$ cat config.mk
export PLATFORM = sky130hd
export DESIGN_NAME = border_expander_param
export DESIGN_NICKNAME = d
export VERILOG_FILES = /design/src/rtl/border_expander_param.sv
export SDC_FILE = /design/constraint.sdc
export NUM_CORES = 1
export LEC_CHECK = 0
export BUFFER_PORTS_ARGS = -buffer_cell sky130_fd_sc_hd__buf_2
export CORE_UTILIZATION = 53
export DETAILED_ROUTE_END_ITERATION = 10
export PLACE_DENSITY = 0.78
export SKIP_CTS_REPAIR_TIMING = 1
export SYNTH_ARGS = -nofsm -noshare
export SYNTH_HDL_FRONTEND = slang
export SYNTH_SLANG_ARGS = --single-unit
export TNS_END_PERCENT = 30
$ cat constraint.sdc
create_clock -name clk_i -period 4.11 [get_ports clk_i]
set_clock_uncertainty 0.1 [all_clocks]
set_input_delay 1.0275 -clock clk_i [delete_from_list [all_inputs] [get_ports clk_i]]
set_output_delay 1.0275 -clock clk_i [all_outputs]
set_load 0.02 [all_outputs]
$ cat src/rtl/border_expander_param.sv
// Border expander for the DWT 9/7 lifting core.
// Takes one line of {odd, even} sample pairs and re-emits it with ExtPairs
// extension pairs in front and behind. Symmetric, replicate or zero-pad
// extension is chosen per line. Short lines and unexpected sof are flagged
// on err_o.
module border_expander_param #(
    parameter int unsigned DataWidth = 8,
    parameter int unsigned ExtPairs  = 2
) (
    input  logic                   clk_i,
    input  logic                   rst_ni,
    input  logic [1:0]             mode_i,
    input  logic                   s_valid_i,
    output logic                   s_ready_o,
    input  logic                   s_sof_i,
    input  logic                   s_eol_i,
    input  logic [2*DataWidth-1:0] s_data_i,
    output logic                   m_valid_o,
    input  logic                   m_ready_i,
    output logic                   m_sof_o,
    output logic                   m_eol_o,
    output logic [2*DataWidth-1:0] m_data_o,
    output logic                   err_o
);

    localparam int unsigned PairW = 2 * DataWidth;
    localparam int unsigned CntW  = $clog2(ExtPairs + 2);

    localparam logic [CntW-1:0] CntLast    = CntW'(ExtPairs);
    localparam logic [CntW-1:0] CntExtLast = CntW'(ExtPairs - 1);
    localparam logic [1:0]      ModeRepl   = 2'd1;
    localparam logic [1:0]      ModeZero   = 2'd2;

    typedef enum logic [2:0] {
        IDLE,
        FILL,
        HEAD,
        STREAM,
        DRAIN,
        TAIL
    } state_t;

    state_t          state;
    logic [CntW-1:0] cnt;
    logic [1:0]      mode_q;
    logic            eol_seen;
    logic            live;

    // pair_buf[0] is the oldest pair, pair_buf[ExtPairs] the newest.
    logic [PairW-1:0] pair_buf [0:ExtPairs];

    logic             out_free;
    logic             accept;
    logic             push;
    logic [PairW-1:0] ext_beat;
    logic [PairW-1:0] drain_beat;

    // Input readiness: only IDLE, FILL and (with output space) STREAM take beats.
    always_comb begin
        out_free  = !m_valid_o || m_ready_i;
        s_ready_o = 1'b0;
        unique case (state)
            IDLE, FILL: s_ready_o = live;
            STREAM:     s_ready_o = live && out_free;
            default:    s_ready_o = 1'b0;
        endcase
        accept = s_valid_i && s_ready_o;
        push   = accept && (s_sof_i || state == FILL || state == STREAM);
    end

    // Extension beat for the current head/tail index held in cnt.
    // Head and tail use the same symmetric index pattern because the
    // buffer holds pairs 0..E during HEAD and pairs P-1-E..P-1 during TAIL.
    always_comb begin
        ext_beat = '0;
        if (mode_q == ModeRepl) begin
            if (state == TAIL) begin
                ext_beat = {2{pair_buf[ExtPairs][PairW-1:DataWidth]}};
            end else begin
                ext_beat = {2{pair_buf[0][DataWidth-1:0]}};
            end
        end else if (mode_q != ModeZero) begin
            for (int unsigned i = 0; i < ExtPairs; i++) begin
                if (cnt == CntW'(i)) begin
                    ext_beat = {pair_buf[ExtPairs-1-i][PairW-1:DataWidth],
                                pair_buf[ExtPairs-i][DataWidth-1:0]};
                end
            end
        end
    end

    // Pair selected from the buffer while draining the line end.
    always_comb begin
        drain_beat = pair_buf[0];
        for (int unsigned i = 0; i <= ExtPairs; i++) begin
            if (cnt == CntW'(i)) begin
                drain_beat = pair_buf[i];
            end
        end
    end

    // Delay-line buffer: every accepted line pair shifts in at the newest end.
    always_ff @(posedge clk_i or negedge rst_ni) begin
        if (!rst_ni) begin
            for (int unsigned i = 0; i <= ExtPairs; i++) begin
                pair_buf[i] <= '0;
            end
        end else if (push) begin
            for (int unsigned i = 0; i < ExtPairs; i++) begin
                pair_buf[i] <= pair_buf[i+1];
            end
            pair_buf[ExtPairs] <= s_data_i;
        end
    end

    // Line FSM with registered output beat and error pulse.
    always_ff @(posedge clk_i or negedge rst_ni) begin
        if (!rst_ni) begin
            state     <= IDLE;
            cnt       <= '0;
            mode_q    <= '0;
            eol_seen  <= 1'b0;
            live      <= 1'b0;
            err_o     <= 1'b0;
            m_valid_o <= 1'b0;
            m_sof_o   <= 1'b0;
            m_eol_o   <= 1'b0;
            m_data_o  <= '0;
        end else begin
            live  <= 1'b1;
            err_o <= 1'b0;
            if (m_valid_o && m_ready_i) begin
                m_valid_o <= 1'b0;
            end

            if (accept && s_sof_i) begin
                // A sof outside IDLE abandons the line in progress; a sof that
                // also carries eol is a one-pair line and is rejected at once.
                err_o    <= (state != IDLE) || s_eol_i;
                mode_q   <= mode_i;
                cnt      <= CntW'(1);
                eol_seen <= 1'b0;
                state    <= s_eol_i ? IDLE : FILL;
            end else begin
                unique case (state)
                    IDLE: begin
                    end

                    FILL: begin
                        if (accept) begin
                            if (cnt == CntLast) begin
                                eol_seen <= s_eol_i;
                                cnt      <= '0;
                                state    <= HEAD;
                            end else if (s_eol_i) begin
                                err_o <= 1'b1;
                                state <= IDLE;
                            end else begin
                                cnt <= cnt + CntW'(1);
                            end
                        end
                    end

                    HEAD: begin
                        if (out_free) begin
                            m_valid_o <= 1'b1;
                            m_data_o  <= ext_beat;
                            m_sof_o   <= (cnt == '0);
                            m_eol_o   <= 1'b0;
                            if (cnt == CntExtLast) begin
                                cnt   <= '0;
                                state <= eol_seen ? DRAIN : STREAM;
                            end else begin
                                cnt <= cnt + CntW'(1);
                            end
                        end
                    end

                    STREAM: begin
                        if (accept) begin
                            m_valid_o <= 1'b1;
                            m_data_o  <= pair_buf[0];
                            m_sof_o   <= 1'b0;
                            m_eol_o   <= 1'b0;
                            if (s_eol_i) begin
                                cnt   <= '0;
                                state <= DRAIN;
                            end
                        end
                    end

                    DRAIN: begin
                        if (out_free) begin
                            m_valid_o <= 1'b1;
                            m_data_o  <= drain_beat;
                            m_sof_o   <= 1'b0;
                            m_eol_o   <= 1'b0;
                            if (cnt == CntLast) begin
                                cnt   <= '0;
                                state <= TAIL;
                            end else begin
                                cnt <= cnt + CntW'(1);
                            end
                        end
                    end

                    TAIL: begin
                        // cnt == E means the eol beat is loaded; leave only
                        // once it has actually transferred.
                        if (cnt == CntLast) begin
                            if (m_valid_o && m_ready_i) begin
                                cnt   <= '0;
                                state <= IDLE;
                            end
                        end else if (out_free) begin
                            m_valid_o <= 1'b1;
                            m_data_o  <= ext_beat;
                            m_sof_o   <= 1'b0;
                            m_eol_o   <= (cnt == CntExtLast);
                            cnt       <= cnt + CntW'(1);
                        end
                    end

                    default: state <= IDLE;
                endcase
            end
        end
    end

endmodule

==> results by group, run 1 <==
Outcome
  – Status: completed

Power
  – Clock share of power: roughly 14%
  – NetSw: ~1.6 mW
  – Max VDD drop: around 440 uV
  – Switching Fraction: roughly 42%
  – PwrDens: slightly below 800 nW/um^2
  – Register share of total power: roughly two fifths
  – Comb power frac: a little under half
  – Leak: roughly 2.2 nW
  – Internal power: around 2.2 mW

Finish
  – Diodes inserted: 0
  – Synth-to-layout area growth: 8.87%
  – Layout Utilization: between 60% and 70%
  – Share of cells above drive strength 1: between 20% and 30%
  – Final Net Count: between 400 and 500
  – Fill count: 646

Routing
  – Post-route ant nets: 0
  – Pre-antenna DRT Iters: 5
  – Vias: approximately 3300
  – DRC: 0
  – Wire per inst: 18.0 um
  – Total wire length: about 9.4 mm
  – Initial drt markers: about 220
  – Drt via density: about 6.3

Global route
  – Initial antenna violation count: 0
  – Met2 Use GR: ~36%
  – Global route hottest layer: met2
  – Largest net degree at the start of global routing: 78
  – Met3 usage: 5.61%
  – Global-route wire length before repair: about 16 mm
  – Grt ovf: 0
  – GR Util met1: about a third
  – GRT Total Usage: roughly a quarter
  – Number of global-route vias before repair: between 3000 and 4000

Place
  – Hpwl dp: 6.07 mm
  – Pre-CTS WS: around 890 ps
  – Gpl congestion: 0.854
  – Port Buffers: 44

Clock tree
  – CTS clock-pin slew for the worst setup and hold paths: roughly 90 ps
  – TritonCTS buffer count: 9
  – Root buffer cell: clkbuf_8
  – TritonCTS sink count: 77
  – CTS tree: done
  – Clk Latency, worst-skew pair: around 360 ps
  – Clk buf depth: 2
  – H-Tree Depth: 3

Logic synthesis
  – Post-synth top area cell: dfrtp_1
  – Syn Nets: roughly 400
  – Synth top cells by count: dfrtp_1, mux2i_1, mux2_2
  – Ys flop type: dfrtp_1
  – Seq cells post-synth: 77
  – Syn_area_per_cell: around 11 um^2
  – Synth top area cells: dfrtp_1, mux2_2, mux2i_1
  – Post-synth EDFFs: 0
  – Yosys cell types: 56
  – Area share of the largest cell type after synthesis: between 40 and 50%
  – Syn Std Cell Area: around 4400 um^2
  – Synth Instances: a little under 400
  – Async SR Flop Fraction: 100%
  – Yosys Warn Count: 0
  – Top-count cell post-synth: dfrtp_1
  – Sequential fraction of the synthesis area: a little over two fifths

Die
  – Rows: 32
  – Ports: 45
  – Die H: between 90 and 100 um
  – Starting density of the core: between 50% and 60%
  – Core area: between 7000 and 8000 um^2
  – Die area: roughly 8700 um^2
  – Die width: 93.3 um

Worst setup path
  – Worst Setup Start Kind: register
  – Req. time, crit path: about 4300 ps
  – CP Class: register to register
  – Crit-path max FO: 25
  – CP endpoint kind: register
  – Reg2Reg Depth: 5
  – Worst Path Arrival: slightly above 3000 ps

Timing
  – Final WS setup: ~1200 ps
  – Fin crit period: 2920 ps
  – Final worst path period share: between 70% and 80%
  – RSZ-0062 raised after global routing: false
  – Worst-margin pin slew: between 1000 and 1500 ps
  – F_max: roughly 340 MHz
  – Slew HR: between 20% and 30%
  – Hold Vio Cnt, Final: 0
  – Slew Viols, Final: 0
  – Fin Setup TNS: 0 ps
  – Final setup violating endpoints: 0
  – WHS: between 300 and 400 ps

Min path
  – Hold Path Class: register to register
  – Hold Path Stages: 1

Run
  – Max Cap Viol: 0
## kinds of logic (layout without fill, tap and decap cells)
logic type	after synthesis	in the layout	share of synthesized area, %
buffers and inverters	40	73	4.99
flip-flops	77	77	43.7
AND/OR/NAND/NOR	74	74	10.5
AO/OA/AOI/OAI	96	96	16.4
other	1	1	0.0850
multiplexers	99	99	24.3
## metal layers
| metal | share of wire [%] | up-vias | wire length (um) |
|---|---|---|---|
| met2 | 47 | 99 | 4390 |
| met5 | 0 | - | 0 |
| li1 | - | 1530 | - |
| met3 | 5.0 | 11 | 474 |
| met1 | 47 | 1641 | 4390 |
| met4 | 1.4 | 0 | 136 |
## path summary, 6_finish.rpt
check,startpoint,end,slack [ps]
setup / recovery,state[0],m_data_o[9],1190
hold / removal,m_sof_o,m_sof_o,390
setup reg to reg,state[0],m_data_o[9],1190
hold reg to reg,m_sof_o,m_sof_o,390
max in group asynchronous,rst_ni,cnt[0],2470
min in group asynchronous,rst_ni,state[0],690
## stage by stage
| step | std cells | cell area (um^2) | power (mW) |
|---|---|---|---|
| detailed placement | 506 | 4620 | 3.27 |
| CTS | 522 | 4800 | 3.82 |
| global placement | 506 | 4620 | 3.19 |
| finish | 522 | 4800 | 3.81 |
| global route | 522 | 4800 | 4.09 |
| floorplan | 387 | 4410 | 2.86 |
## power groups by stage
stage / clock network (mW) / registers (mW) / logic, mW
after global placement: 0 / 1.52 / 1.66
after CTS: 0.553 / 1.54 / 1.73
final: 0.540 / 1.55 / 1.73
after detailed placement: 0 / 1.56 / 1.72
after global routing: 0.583 / 1.62 / 1.89
after floorplan: 0 / 1.45 / 1.42
## worst max-delay path, stage by stage (launching register included)
cell and delay (ps):
dfrtp_1 850, and3b_1 700, mux2i_1 360, o22ai_1 120
a221o_1 380, mux2_2 270
## cells in the final DEF, fill, tap and decap left out, drive strengths merged, types with 5 or more instances in the layout
cell    count
a211oi     17
a221o       8
a222oi      7
a22oi       5
buf        48
clkbuf     11
dfrtp      77
inv        10
mux2       60
mux2i      39
nand2      16
nand2b      9
nand3b     10
nor2        8
nor2b       9
nor3        5
o21ai      18
o22ai      16
## layout make-up
class	count	area (um^2)	area share, %
timing repair buffer	48	253	5.26
tap	102	128	2.66
clock inverter	5	33.8	0.703
multi-input combinational	270	2280	47.4
sequential	77	1930	40.1
clock buffer	11	151	3.15
inverter	9	33.8	0.703
## registers in the layout (all words and copies together) (netlist names)
register   cells
cnt            2
eol_seen       1
err_o          1
live           1
m_data_o      16
m_eol_o        1
m_sof_o        1
m_valid_o      1
mode_q         2
pair_buf      48
state          3
(Power assumes the default switching activity.)
==> run 2: changes to the inputs <==
--- a/config.mk
+++ b/config.mk
@@ -8,7 +8,7 @@
 export BUFFER_PORTS_ARGS = -buffer_cell sky130_fd_sc_hd__buf_2
 export CORE_UTILIZATION = 53
 export DETAILED_ROUTE_END_ITERATION = 10
-export PLACE_DENSITY = 0.78
+export PLACE_DENSITY = 0.81
 export SKIP_CTS_REPAIR_TIMING = 1
 export SYNTH_ARGS = -nofsm -noshare
 export SYNTH_HDL_FRONTEND = slang
==> constraint.sdc (replaced) <==
create_clock -name clk_i -period 2.5 [get_ports clk_i]
set_clock_uncertainty 0.1 [all_clocks]
set_input_delay 0.625 -clock clk_i [delete_from_list [all_inputs] [get_ports clk_i]]
set_output_delay 0.625 -clock clk_i [all_outputs]
set_load 0.02 [all_outputs]
==> results by group, run 2 (synthesis results as in run 1) <==
Clock tree
  – Root buffer cell: clkbuf_8
  – Clk Latency, worst-skew pair: 340 ps
  – H-Tree Depth: 3
  – TritonCTS sink count: 77
  – CTS tree: done
  – TritonCTS buffer count: 9
  – CTS clock-pin slew for the worst setup and hold paths: 80 ps
  – Clk buf depth: 2

Die
  – Rows: 32
  – Die area: 8700 um^2
  – Die width: approximately 93 um
  – Ports: between 40 and 50
  – Core area: about 8000 um^2
  – Die H: ~93 um
  – Starting density of the core: a little under three fifths

Finish
  – Synth-to-layout area growth: 12.9%
  – Multi-input logic area: around 2300 um^2
  – Register area: around 1900 um^2
  – Max reg flops: 48
  – Share of cells above drive strength 1: roughly 30%
  – Diodes inserted: 0
  – Fill count: between 600 and 700
  – Largest regs: pair_buf (48), m_data_o (16), state (3)
  – Finished Layout Cells: between 500 and 600
  – Most flop-heavy register: pair_buf
  – Most common cell after layout, fill and taps aside: dfrtp_1
  – Final Net Count: about 460
  – Commonest cells after routing, fill and taps aside: dfrtp_1, buf_2, mux2i_1

Worst setup path
  – Req. time, crit path: ~2700 ps
  – Worst r2r src: state[1]
  – Worst Setup SP: state[1]
  – Worst Setup Start Kind: register
  – CP endpoint kind: register
  – CP Class: register to register
  – Worst Path Arrival: 2540 ps
  – Crit-path max FO: 14

Global route
  – Met3 usage: approximately 4.3%
  – GRT Total Usage: 24.1%
  – Number of global-route vias before repair: between 3000 and 4000
  – Largest net degree at the start of global routing: 38
  – Global route hottest layer: met2
  – Initial antenna violation count: 0
  – Global-route wire length before repair: around 16 mm
  – GR Util met1: 34.0%
  – Grt ovf: 0
  – Met2 Use GR: approximately 37%

Timing
  – Final setup violating endpoints: 0
  – Final worst path period share: 94.9%
  – Fin Setup TNS: 0 ps
  – Worst-margin pin slew: 1130 ps
  – Slew Viols, Final: 0
  – Slew HR: around a quarter
  – Hold Vio Cnt, Final: 0
  – RSZ-0062 raised after global routing: false
  – WHS: around 120 ps
  – F_max: 421 MHz
  – Fin crit period: 2370 ps

Place
  – Placed Cells: between 500 and 600
  – Hpwl dp: 6.81 mm
  – Gpl congestion: ~0.89
  – Port Buffers: 44

Min path
  – Hold Path Class: primary input to asynchronous set/reset pin

Outcome
  – Status: completed

Power
  – Total power: around 6.6 mW
  – Leak: between 2 and 2.5 nW
  – Max VDD drop: about 660 uV
  – PwrDens: about 1300 nW/um^2

Routing
  – DRC: 0
  – Pre-antenna DRT Iters: 5
  – Vias: between 3000 and 4000
  – Total wire length: roughly 10 mm
  – Initial drt markers: 285
  – Post-route ant nets: 0
  – Drt via density: around 6.3
  – Wire per inst: about 19 um

Run
  – Max Cap Viol: 0
-- run 2: cell types whose count changed in the layout (fill, tap and decap cells not counted) --
cell and delta:
buf_4 +15, buf_12 +2, bufinv_16 +2, clkbuf_8 -2, clkinvlp_4 -2, clkinv_4 +1
-- run 2: layout make-up --
cell class                      instances  area share (%)
Clock buffer                            9            2.49
Clock inverter                          6            1.76
Inverter                                9           0.678
Multi-Input combinational cell        270            45.7
Sequential cell                        77            38.7
Tap cell                              102            2.56
Timing Repair Buffer                   65            8.13
-- run 2: per-stage QoR --
step	area [um^2]	worst slack [ps]	utilization (%)
floorplan	4410	316	-
global placement	4770	234	60.5
detailed placement	4770	192	60.5
CTS	4980	202	63.2
global route	4980	9.21	63.2
finish	4980	127	63.2
-- run 2: path summary, 6_finish.rpt --
kind / cells past startpoint / slack [ps] / to
setup / recovery: 5 / 130 / m_data_o[6]
hold / removal: 1 / 120 / eol_seen
setup reg to reg: 5 / 130 / m_data_o[6]
hold reg to reg: 1 / 390 / m_data_o[7]
max in group asynchronous: 2 / 1500 / m_data_o[5]
min in group clk_i: 2 / 390 / pair_buf[15]
-- run 2: power by group --
| group | switching, mW | internal (mW) | leakage [nW] | total, mW |
|---|---|---|---|---|
| logic | 1.60 | 1.54 | 1.22 | 3.14 |
| clock network | 0.468 | 0.559 | 0.109 | 1.03 |
| registers | 0.606 | 1.83 | 0.929 | 2.44 |
| total | 2.67 | 3.93 | 2.26 | 6.61 |
-- run 2: metal layers --
layer  wire length, um  share of wire, %  vias up
li1                  -                 -     1558
met1              4650                47     1677
met2              4660                47      120
met3               555               5.6       11
met4               130               1.3        0
met5                 0                 0        -
-- run 2: critical path, cell delays in order, from the launching register on --
cell and delay, ps:
dfrtp_1 510, and2b_1 230, and2_1 170, nor2_1 860, a222oi_1 240, mux2i_1 180
==> run 3: changes to the inputs <==
--- a/config.mk
+++ b/config.mk
@@ -6,7 +6,9 @@
 export NUM_CORES = 1
 export LEC_CHECK = 0
 export BUFFER_PORTS_ARGS = -buffer_cell sky130_fd_sc_hd__buf_2
+export CORE_MARGIN = 8
 export CORE_UTILIZATION = 53
+export CTS_BUF_LIST = sky130_fd_sc_hd__clkbuf_8
 export DETAILED_ROUTE_END_ITERATION = 10
 export PLACE_DENSITY = 0.81
 export SKIP_CTS_REPAIR_TIMING = 1
==> results by group, run 3 (synthesis results as in run 1) <==
Power
  – Clock share of power: approximately 17%
  – Register share of total power: 36.0%
  – Internal power: about 4 mW
  – Comb power frac: 47.2%
  – Switching Fraction: 39.7%
  – Leak: 2.27 nW
  – PwrDens: around 1300 nW/um^2
  – NetSw: 2.66 mW
  – Max VDD drop: 784 uV

Die
  – Ports: 45
  – Starting density of the core: 54.3%
  – Die H: 107 um
  – Die area: around 12000 um^2
  – Die width: 107 um
  – Core area: 8130 um^2
  – Rows: 33

Worst setup path
  – Worst Path Arrival: about 2500 ps
  – Crit-path max FO: 14
  – CP Class: register to register
  – Worst Setup Start Kind: register
  – Req. time, crit path: between 2000 and 3000 ps
  – CP endpoint kind: register

Routing
  – Metal-1 WL: 4.57 mm
  – Uppermost layer routed: met4
  – Total wire length: 9.93 mm
  – Pre-antenna DRT Iters: 5
  – Met2 Wirelength: approximately 4.7 mm
  – Initial drt markers: approximately 210
  – Post-route ant nets: 0
  – Vias: between 3000 and 4000
  – Wire per inst: approximately 18 um
  – Drt via density: roughly 6
  – Routed wl met3: about 500 um
  – DRC: 0

Clock tree
  – Clk Latency, worst-skew pair: approximately 350 ps
  – Clk buf depth: 2
  – Root buffer cell: clkbuf_8
  – H-Tree Depth: 3
  – TritonCTS buffer count: 9
  – CTS clock-pin slew for the worst setup and hold paths: ~90 ps
  – CTS tree: done
  – TritonCTS sink count: 77

Timing
  – F_max: approximately 430 MHz
  – Worst-margin pin slew: ~1100 ps
  – RSZ-0062 raised after global routing: false
  – WHS: roughly 160 ps
  – Slew HR: around 27%
  – Fin Setup TNS: 0 ps
  – Hold Vio Cnt, Final: 0
  – Final setup violating endpoints: 0
  – Fin crit period: 2320 ps
  – Final worst path period share: 92.8%
  – Slew Viols, Final: 0
  – Final WS setup: 180 ps

Finish
  – Final Net Count: about 460
  – Finished Layout Cells: 541
  – Max reg flops: 48
  – Most flop-heavy register: pair_buf
  – Largest regs: pair_buf (48), m_data_o (16), state (3)
  – Register area: slightly below 2000 um^2
  – Most common cell after layout, fill and taps aside: dfrtp_1
  – Synth-to-layout area growth: 13.9%
  – Multi-input logic area: 2280 um^2
  – Diodes inserted: 0
  – Share of cells above drive strength 1: between 20% and 30%
  – Fill count: about 640
  – Commonest cells after routing, fill and taps aside: dfrtp_1, buf_2, mux2i_1

Place
  – Hpwl dp: between 6 and 7 mm
  – Gpl congestion: between 0.8 and 0.9
  – Port Buffers: 44
  – Placed Cells: ~530
  – Pre-CTS WS: 203 ps

Global route
  – Grt ovf: 0
  – Largest net degree at the start of global routing: 49
  – Number of global-route vias before repair: between 3000 and 4000
  – GRT Total Usage: between 10% and 20%
  – Global-route wire length before repair: 16.5 mm
  – Initial antenna violation count: 0

Min path
  – Hold Path Class: primary input to asynchronous set/reset pin

Outcome
  – Status: completed

Run
  – Max Cap Viol: 0
[run 3: layer usage]
metal | global-route usage, % | vias up
li1 | - | 1557
met1 | 23.6 | 1666
met5 | 0 | -
met4 | 5.43 | 0
met2 | 28.4 | 98
met3 | 4.07 | 13
[run 3: area by class of cell]
cell class | instances | area share (%)
clock buffer | 9 | 2.47
sequential | 77 | 38.4
multi-input combinational | 270 | 45.3
clock inverter | 6 | 2.24
tap | 105 | 2.61
inverter | 9 | 0.672
timing repair buffer | 65 | 8.32
[run 3: worst max-delay path, stage by stage, from the launching register on]
cell and delay (ps):
dfrtp_1 490, and2b_1 230, and2_1 160, nor2_1 840
a222oi_1 240, mux2i_1 200
[run 3: power by group through the flow]
stage	logic (mW)	clock network, mW	registers, mW
floorplan	2.33	0	2.38
global placement	3.03	0	2.37
detailed placement	3.13	0	2.42
CTS	3.16	1.15	2.40
global route	3.45	1.21	2.50
finish	3.16	1.13	2.41
[run 3: final timing paths]
| path | end | depth (start not counted) | start | slack [ps] |
|---|---|---|---|---|
| min in group clk_i | pair_buf[15] | 2 | s_data_i[15] | 390 |
| worst max-delay path | m_data_o[6] | 5 | state[2] | 180 |
| worst min-delay path | pair_buf[7] | 1 | rst_ni | 160 |
| worst max register to register | m_data_o[6] | 5 | state[2] | 180 |
| max in group asynchronous | pair_buf[41] | 2 | rst_ni | 1550 |
| worst min register to register | m_data_o[7] | 1 | m_data_o[7] | 400 |
[run 3: stage by stage]
stage	cell area [um^2]	power (mW)	util, %
finish	5020	6.70	61.8
global route	5020	7.15	61.8
CTS	5020	6.71	61.8
detailed placement	4790	5.55	58.9
global placement	4790	5.41	58.9
floorplan	4410	4.71	-
